### src/rtl/fetch_stage_pkg.sv
// Shared constants for the fetch stage and the D-stage decoder.
//   NPC_* : next-PC select codes driven by the decoder
//   RESET_PC_DEF / NOP_INSTR_DEF : default reset PC and bubble encoding
//   br_offset() : sign-extended, word-scaled branch displacement
package fetch_stage_pkg;

   localparam logic [2:0] NPC_SEQ   = 3'b000;
   localparam logic [2:0] NPC_BR    = 3'b001;
   localparam logic [2:0] NPC_J     = 3'b010;
   localparam logic [2:0] NPC_JR    = 3'b011;
   localparam logic [2:0] NPC_BGEAL = 3'b100;

   localparam logic [31:0] RESET_PC_DEF  = 32'h0000_3000;
   localparam logic [31:0] NOP_INSTR_DEF = 32'h0000_0000;

   function automatic logic [31:0] br_offset(input logic [15:0] imm);
      return {{14{imm[15]}}, imm, 2'b00};
   endfunction

endpackage

### src/rtl/fetch_stage_npc_calc.sv
// Next-PC selection for the fetch stage (purely combinational).
// Ports:
//   pc_f      : current fetch PC
//   pc_d      : PC of the instruction in IF/ID
//   instr_d   : instruction in IF/ID (branch immediate / jump index)
//   npc_sel   : decoder next-PC code
//   cmp_true  : D-stage comparator result
//   rs_val_d  : forwarded GPR[rs] for jr/jalr
//   npc       : selected next PC
module npc_calc
   import fetch_stage_pkg::*;
(
   input  logic [31:0] pc_f,
   input  logic [31:0] pc_d,
   input  logic [31:0] instr_d,
   input  logic [2:0]  npc_sel,
   input  logic        cmp_true,
   input  logic [31:0] rs_val_d,
   output logic [31:0] npc
);

   logic [31:0] pc_f_plus4;
   logic [31:0] br_tgt;
   logic [31:0] j_tgt;

   assign pc_f_plus4 = pc_f + 32'd4;
   // Branch target is relative to the delay slot (pc_d + 4), wrapping at 32 bits.
   assign br_tgt     = pc_d + 32'd4 + br_offset(instr_d[15:0]);
   assign j_tgt      = {pc_d[31:28], instr_d[25:0], 2'b00};

   always_comb begin
      npc = pc_f_plus4;
      case (npc_sel)
         NPC_BR, NPC_BGEAL: if (cmp_true) npc = br_tgt;
         NPC_J:             npc = j_tgt;
         // Register targets pass through unaligned; pc_misalign reports it after load.
         NPC_JR:            npc = rs_val_d;
         default:           npc = pc_f_plus4;
      endcase
   end

endmodule

### src/rtl/fetch_stage.sv
// IF stage and IF/ID pipeline register. One architectural delay slot:
// the instruction fetched while a control instruction sits in D always
// advances into IF/ID; nothing is squashed. Stall freezes PC and IF/ID
// and suppresses any redirect until the stall drops.
// Ports:
//   clk, reset_n : core clock (rising edge), async active-low reset
//   stall        : hold PC and IF/ID this cycle
//   npc_sel      : decoder next-PC code
//   cmp_true     : comparator result for the D instruction
//   rs_val_d     : forwarded GPR[rs] (jr/jalr target)
//   imem_addr    : fetch address (PC_F)
//   imem_rdata   : instruction at imem_addr, combinational read
//   instr_d      : IF/ID instruction
//   pc_d, pc8_d  : IF/ID PC and its link address (pc_d + 8)
//   pc_misalign  : PC_F not word aligned
module fetch_stage
   import fetch_stage_pkg::*;
#(
   parameter logic [31:0] RESET_PC  = RESET_PC_DEF,
   parameter logic [31:0] NOP_INSTR = NOP_INSTR_DEF
) (
   input  logic        clk,
   input  logic        reset_n,
   input  logic        stall,
   input  logic [2:0]  npc_sel,
   input  logic        cmp_true,
   input  logic [31:0] rs_val_d,
   output logic [31:0] imem_addr,
   input  logic [31:0] imem_rdata,
   output logic [31:0] instr_d,
   output logic [31:0] pc_d,
   output logic [31:0] pc8_d,
   output logic        pc_misalign
);

   logic [31:0] pc_f;
   logic [31:0] npc;

   npc_calc u_npc_calc (
      .pc_f     (pc_f),
      .pc_d     (pc_d),
      .instr_d  (instr_d),
      .npc_sel  (npc_sel),
      .cmp_true (cmp_true),
      .rs_val_d (rs_val_d),
      .npc      (npc)
   );

   always_ff @(posedge clk or negedge reset_n) begin
      if (!reset_n) begin
         pc_f    <= RESET_PC;
         instr_d <= NOP_INSTR;
         pc_d    <= RESET_PC;
         pc8_d   <= RESET_PC + 32'd8;
      end else if (!stall) begin
         pc_f    <= npc;
         instr_d <= imem_rdata;
         pc_d    <= pc_f;
         pc8_d   <= pc_f + 32'd8;
      end
   end

   assign imem_addr   = pc_f;
   assign pc_misalign = |pc_f[1:0];

endmodule

### config.mk
export PLATFORM = sky130hd
export DESIGN_NAME = fetch_stage
export DESIGN_NICKNAME = d
export VERILOG_FILES = /design/src/rtl/fetch_stage_pkg.sv /design/src/rtl/fetch_stage_npc_calc.sv /design/src/rtl/fetch_stage.sv
export SDC_FILE = /design/constraint.sdc
export NUM_CORES = 1
export LEC_CHECK = 0
export BUFFER_PORTS_ARGS = -buffer_cell sky130_fd_sc_hd__buf_2
export CAP_MARGIN = 10
export CORE_MARGIN = 8
export CORE_UTILIZATION = 50
export CTS_CLUSTER_SIZE = 8
export DETAILED_ROUTE_END_ITERATION = 10
export PLACE_DENSITY = 0.81
export SETUP_SLACK_MARGIN = 0.5
export SLEW_MARGIN = 10
export SYNTH_ARGS = -nofsm -noshare
export SYNTH_HDL_FRONTEND = slang
export SYNTH_SLANG_ARGS = --single-unit
export TNS_END_PERCENT = 10
### constraint.sdc
create_clock -name clk -period 2.7 [get_ports clk]
set_clock_uncertainty 0.1 [all_clocks]
set_input_delay 0.27 -clock clk [delete_from_list [all_inputs] [get_ports clk]]
set_output_delay 0.27 -clock clk [all_outputs]
set_load 0.02 [all_outputs]
==> qor.csv <==
stage,metric,value,unit
grt,globalRouteMet2Util,0.4532,
synth,syn_avg_cell_area,9.101,sq um
sta,min_period,3.021,ns
sta,tightest_slew,0.7025,ns
power_and_ir_drop,intPower,6.779,mW
sta,fin_ws,-0.3209,ns
sta,max_slew_margin,0.5267,
final_layout,layout-drive-gt1-share,0.3945,
setup_path,critPathTopFamily,compound AO/OA/AOI/OAI gates,
sta,drv_slew,0,
setup_path,cp_max_fo,4,
power_and_ir_drop,power_frac_clock,0.193,
clock_tree,clk_latency,0.43,ns
power_and_ir_drop,vdd_ir_drop_max,0.5671,mV
setup_path,r2r_end,imem_addr[21],
power_and_ir_drop,p_sw,5.259,mW
drt,drt_pass1_iterations,6,
drt,num_vias,9123,
floorplan,core-area,17180,sq um
clock_tree,cts-buffers-inserted,17,
synth,syn_nets,1091,
grt,grt_pass1_vias,9203,
synth,ys_ff_latch,125,
setup_path,end_kind,flop,
clock_tree,h-tree-depth,4,
job,maxCapViolations,0,
final_layout,layout.nets,1421,
setup_path,cp_slowest_cell,dfrtp_2,
setup_path,critPathBufInv,0,
placed_design,placed_cell_area,10970,sq um
floorplan,chipWidth,148.2,um
final_layout,final_area,12190,sq um
setup_path,path_class,flop to flop,
synth,synth_edf_count,0,
outcome,status,"complete, but fails checks",
synth,yosysTopAreaCell,dfrtp_1,
floorplan,initial_utilization,0.5087,
synth,async_flop_share,1.000,
power_and_ir_drop,p_sw_frac,0.4369,
final_layout,fill_cells,1290,
worst_hold_path,min_path_type,input port to flop,
synth,synth_ff_type,dfrtp_1,
power_and_ir_drop,power.density,987.6,nW/um^2
synth,synth_cells,960,
setup_path,worstPathRequired,2.91,ns
clock_tree,clock_sinks,125,
floorplan,ios,200,
synth,synthTopCellsByArea,"dfrtp_1, ha_1, mux2_2, o21ai_0, nand2_1",
worst_hold_path,holdPathStages,3,
clock_tree,tritoncts,built,
synth,yosys-top-cells-count,"dfrtp_1, o21ai_0, nand2_1",
floorplan,die_area,21960,sq um
sta,setup_viol,18,
power_and_ir_drop,power,12.04,mW
sta,period_share,1.119,
power_and_ir_drop,p_leak,5.648,nW
final_layout,areaGrowthSynthToFinish,39.51,%
clock_tree,cts.path.max_buffers,2,
drt,drt_iter0_markers,1034,
grt,grt_usage,0.2769,
sta,max_freq,0.3310,GHz
synth,synth.distinct_cells,77,
grt,met3_usage,0.06594,
setup_path,crit_chain,"ha_4, ha_4, a21o_1, a221o_1, or3_4, o21a_4, a21oi_4, xnor2_1, nor2_1, o32a_1",
drt,wl_per_cell,20.52,um
clock_tree,clkTransAtPathRegs,0.06,ns
synth,yosysMostFrequentCell,dfrtp_1,
placed_design,place_hpwl,22370,um
setup_path,start_kind,flop,
sta,hold_viol,0,
grt,grt_pass1_wl,48780,um
floorplan,row_count,48,
outcome,violations,setup timing,
power_and_ir_drop,power_frac_comb,0.563,
power_and_ir_drop,seqPwrFrac,0.244,
drt,viasPerCell,5.971,
grt,grt_max_degree,108,
setup_path,r2r-start,instr_d[9],
setup_path,reg2regPathDepth,10,
setup_path,rrSetupSlack,-0.32,ns
worst_hold_path,holdPathEnd,imem_addr[0],
final_layout,antenna_cells,0,
grt,grtUsageMet1,0.3434,
synth,ys_seq_area_frac,0.3590,
setup_path,max_stage_delay,0.42,ns
sta,grt_setup_unrepaired,true,
drt,routed_wl,31350,um
synth,syn_area,8737,sq um
clock_tree,clock-root-buffer,clkbuf_16,
setup_path,cp_num_cells,10,
grt,busiest_layer,met2,
drt,drc,0,
placed_design,gp_congestion,0.9424,
drt,ant_nets,0,
setup_path,cp_common_cell,ha_4,
setup_path,worstPathArrival,3.23,ns
placed_design,port_buffers,199,
synth,synth_top_cell_area_share,0.3380,
floorplan,die_h,148.2,um
grt,overflow,0,
grt,antenna_found_initial,0,
worst_hold_path,min_from,rs_val_d[0],
synth,synth_warnings,0,
## placed cells by master, fill, tap and decap left out, types with 5 or more instances in the layout
| cell type | netlist | final |
|---|---|---|
| nand4_1 | 18 | 18 |
| mux2_2 | 59 | 59 |
| nor2_1 | 65 | 61 |
| o21a_1 | 8 | 8 |
| dfrtp_1 | 118 | 113 |
| and4_1 | 6 | 6 |
| o21ai_1 | 1 | 10 |
| a31oi_1 | 14 | 13 |
| and3_1 | 14 | 13 |
| ha_1 | 59 | 44 |
| nand3_1 | 28 | 25 |
| buf_4 | 4 | 139 |
| nand2b_1 | 8 | 8 |
| o22ai_1 | 9 | 9 |
| a211oi_1 | 8 | 7 |
| dfrtp_2 | 0 | 5 |
| dlygate4sd3_1 | 0 | 33 |
| a21oi_1 | 54 | 49 |
| nor3_1 | 10 | 9 |
| clkbuf_16 | 0 | 17 |
| buf_2 | 12 | 197 |
| nand2_1 | 88 | 84 |
| and2_1 | 5 | 5 |
| mux2i_1 | 21 | 21 |
| clkinv_4 | 0 | 6 |
| ha_4 | 0 | 13 |
| xnor2_1 | 34 | 32 |
| o21ai_0 | 103 | 92 |
| a21oi_2 | 0 | 5 |
| o21bai_1 | 6 | 5 |
| inv_1 | 26 | 24 |
| dfstp_2 | 7 | 7 |
| xor2_1 | 26 | 25 |
| a21o_1 | 17 | 17 |
| nor4_1 | 5 | 5 |
## cell type report
class	count	area, sq um	area share
timing repair buffer	376	2465	0.2022
multi-input combinational	743	5609	0.4602
sequential	125	3143	0.2579
inverter	27	101.3	0.008314
tap	225	281.5	0.02310
clock inverter	14	160.2	0.01314
clock buffer	18	429.2	0.03521
## repair_timing
item                                   CTS  global route
setup endpoints to repair               29            33
endpoints found under the hold margin   97             0
buffers inserted                         1             0
hold buffers                            33             0
gates resized for setup                 30            36
pin swaps                               30            35
## cell families after synthesis
group                      Yosys count  share of synthesized area
and+or+nand+nor                    272                     0.1560
AOI/OAI and AO/OA                  271                     0.1950
DFF                                125                     0.3590
buffers and inverters               92                    0.04296
muxes                               80                     0.1001
xor gates and xnor gates            60                    0.06015
adders and majority gates           60                    0.08678
## layer usage
metal / vias to the layer above / wire [um]
li1: 4153 / -
met1: 4317 / 12280
met2: 540 / 14970
met3: 113 / 2840
met4: 0 / 1265
met5: - / 0
## power groups by stage
| stage | logic [mW] | registers [mW] | clock network [mW] |
|---|---|---|---|
| 2_1_floorplan | 3.10 | 3.49 | 0 |
| 3_3_place_gp | 6.09 | 2.89 | 0 |
| 3_5_place_dp | 6.22 | 2.93 | 0 |
| 4_1_cts | 6.50 | 2.91 | 2.34 |
| 5_1_grt | 7.28 | 3.00 | 2.44 |
| 6_report | 6.78 | 2.94 | 2.33 |
## flip-flops by register name (all words and copies together), names as in the netlist
name and flops:
imem_addr 32, instr_d 32, pc_d 32, pc8_d 29
## how the worst max path moves through the flow
stage,startpoint,endpoint,slack [ns]
4_1_cts,instr_d[9],imem_addr[21],-0.29
6_report,instr_d[9],imem_addr[21],-0.32
5_1_grt,instr_d[5],imem_addr[24],-0.42
3_5_place_dp,instr_d[1],imem_addr[25],-0.39
2_1_floorplan,pc_d[12],imem_addr[21],-0.26
3_3_place_gp,pc_d[12],imem_addr[30],-0.30
## stage by stage
stage / std cells / TNS (ns) / hold WS, ns / utilization / setup slack [ns]
after detailed placement: 1462 / -4.352 / 0.2391 / 0.6384 / -0.3885
final: 1528 / -2.971 / 0.09000 / 0.7096 / -0.3209
after floorplan: 960 / -1.492 / -0.1256 / - / -0.2590
after global routing: 1528 / -5.519 / 0.08312 / 0.7096 / -0.4166
after global placement: 1462 / -2.917 / 0.2344 / 0.6384 / -0.2996
after CTS: 1528 / -2.594 / 0.04935 / 0.7012 / -0.2947
## worst register-to-register path: cells and delay by family (launching register included)
family / cells / cell delay (ns)
DFF: 1 / 0.42
and+or+nand+nor: 2 / 0.43
xor gates and xnor gates: 1 / 0.14
AOI/OAI and AO/OA: 5 / 1.34
adders and majority gates: 2 / 0.48
Note: power is estimated with default switching activity, not from simulation.
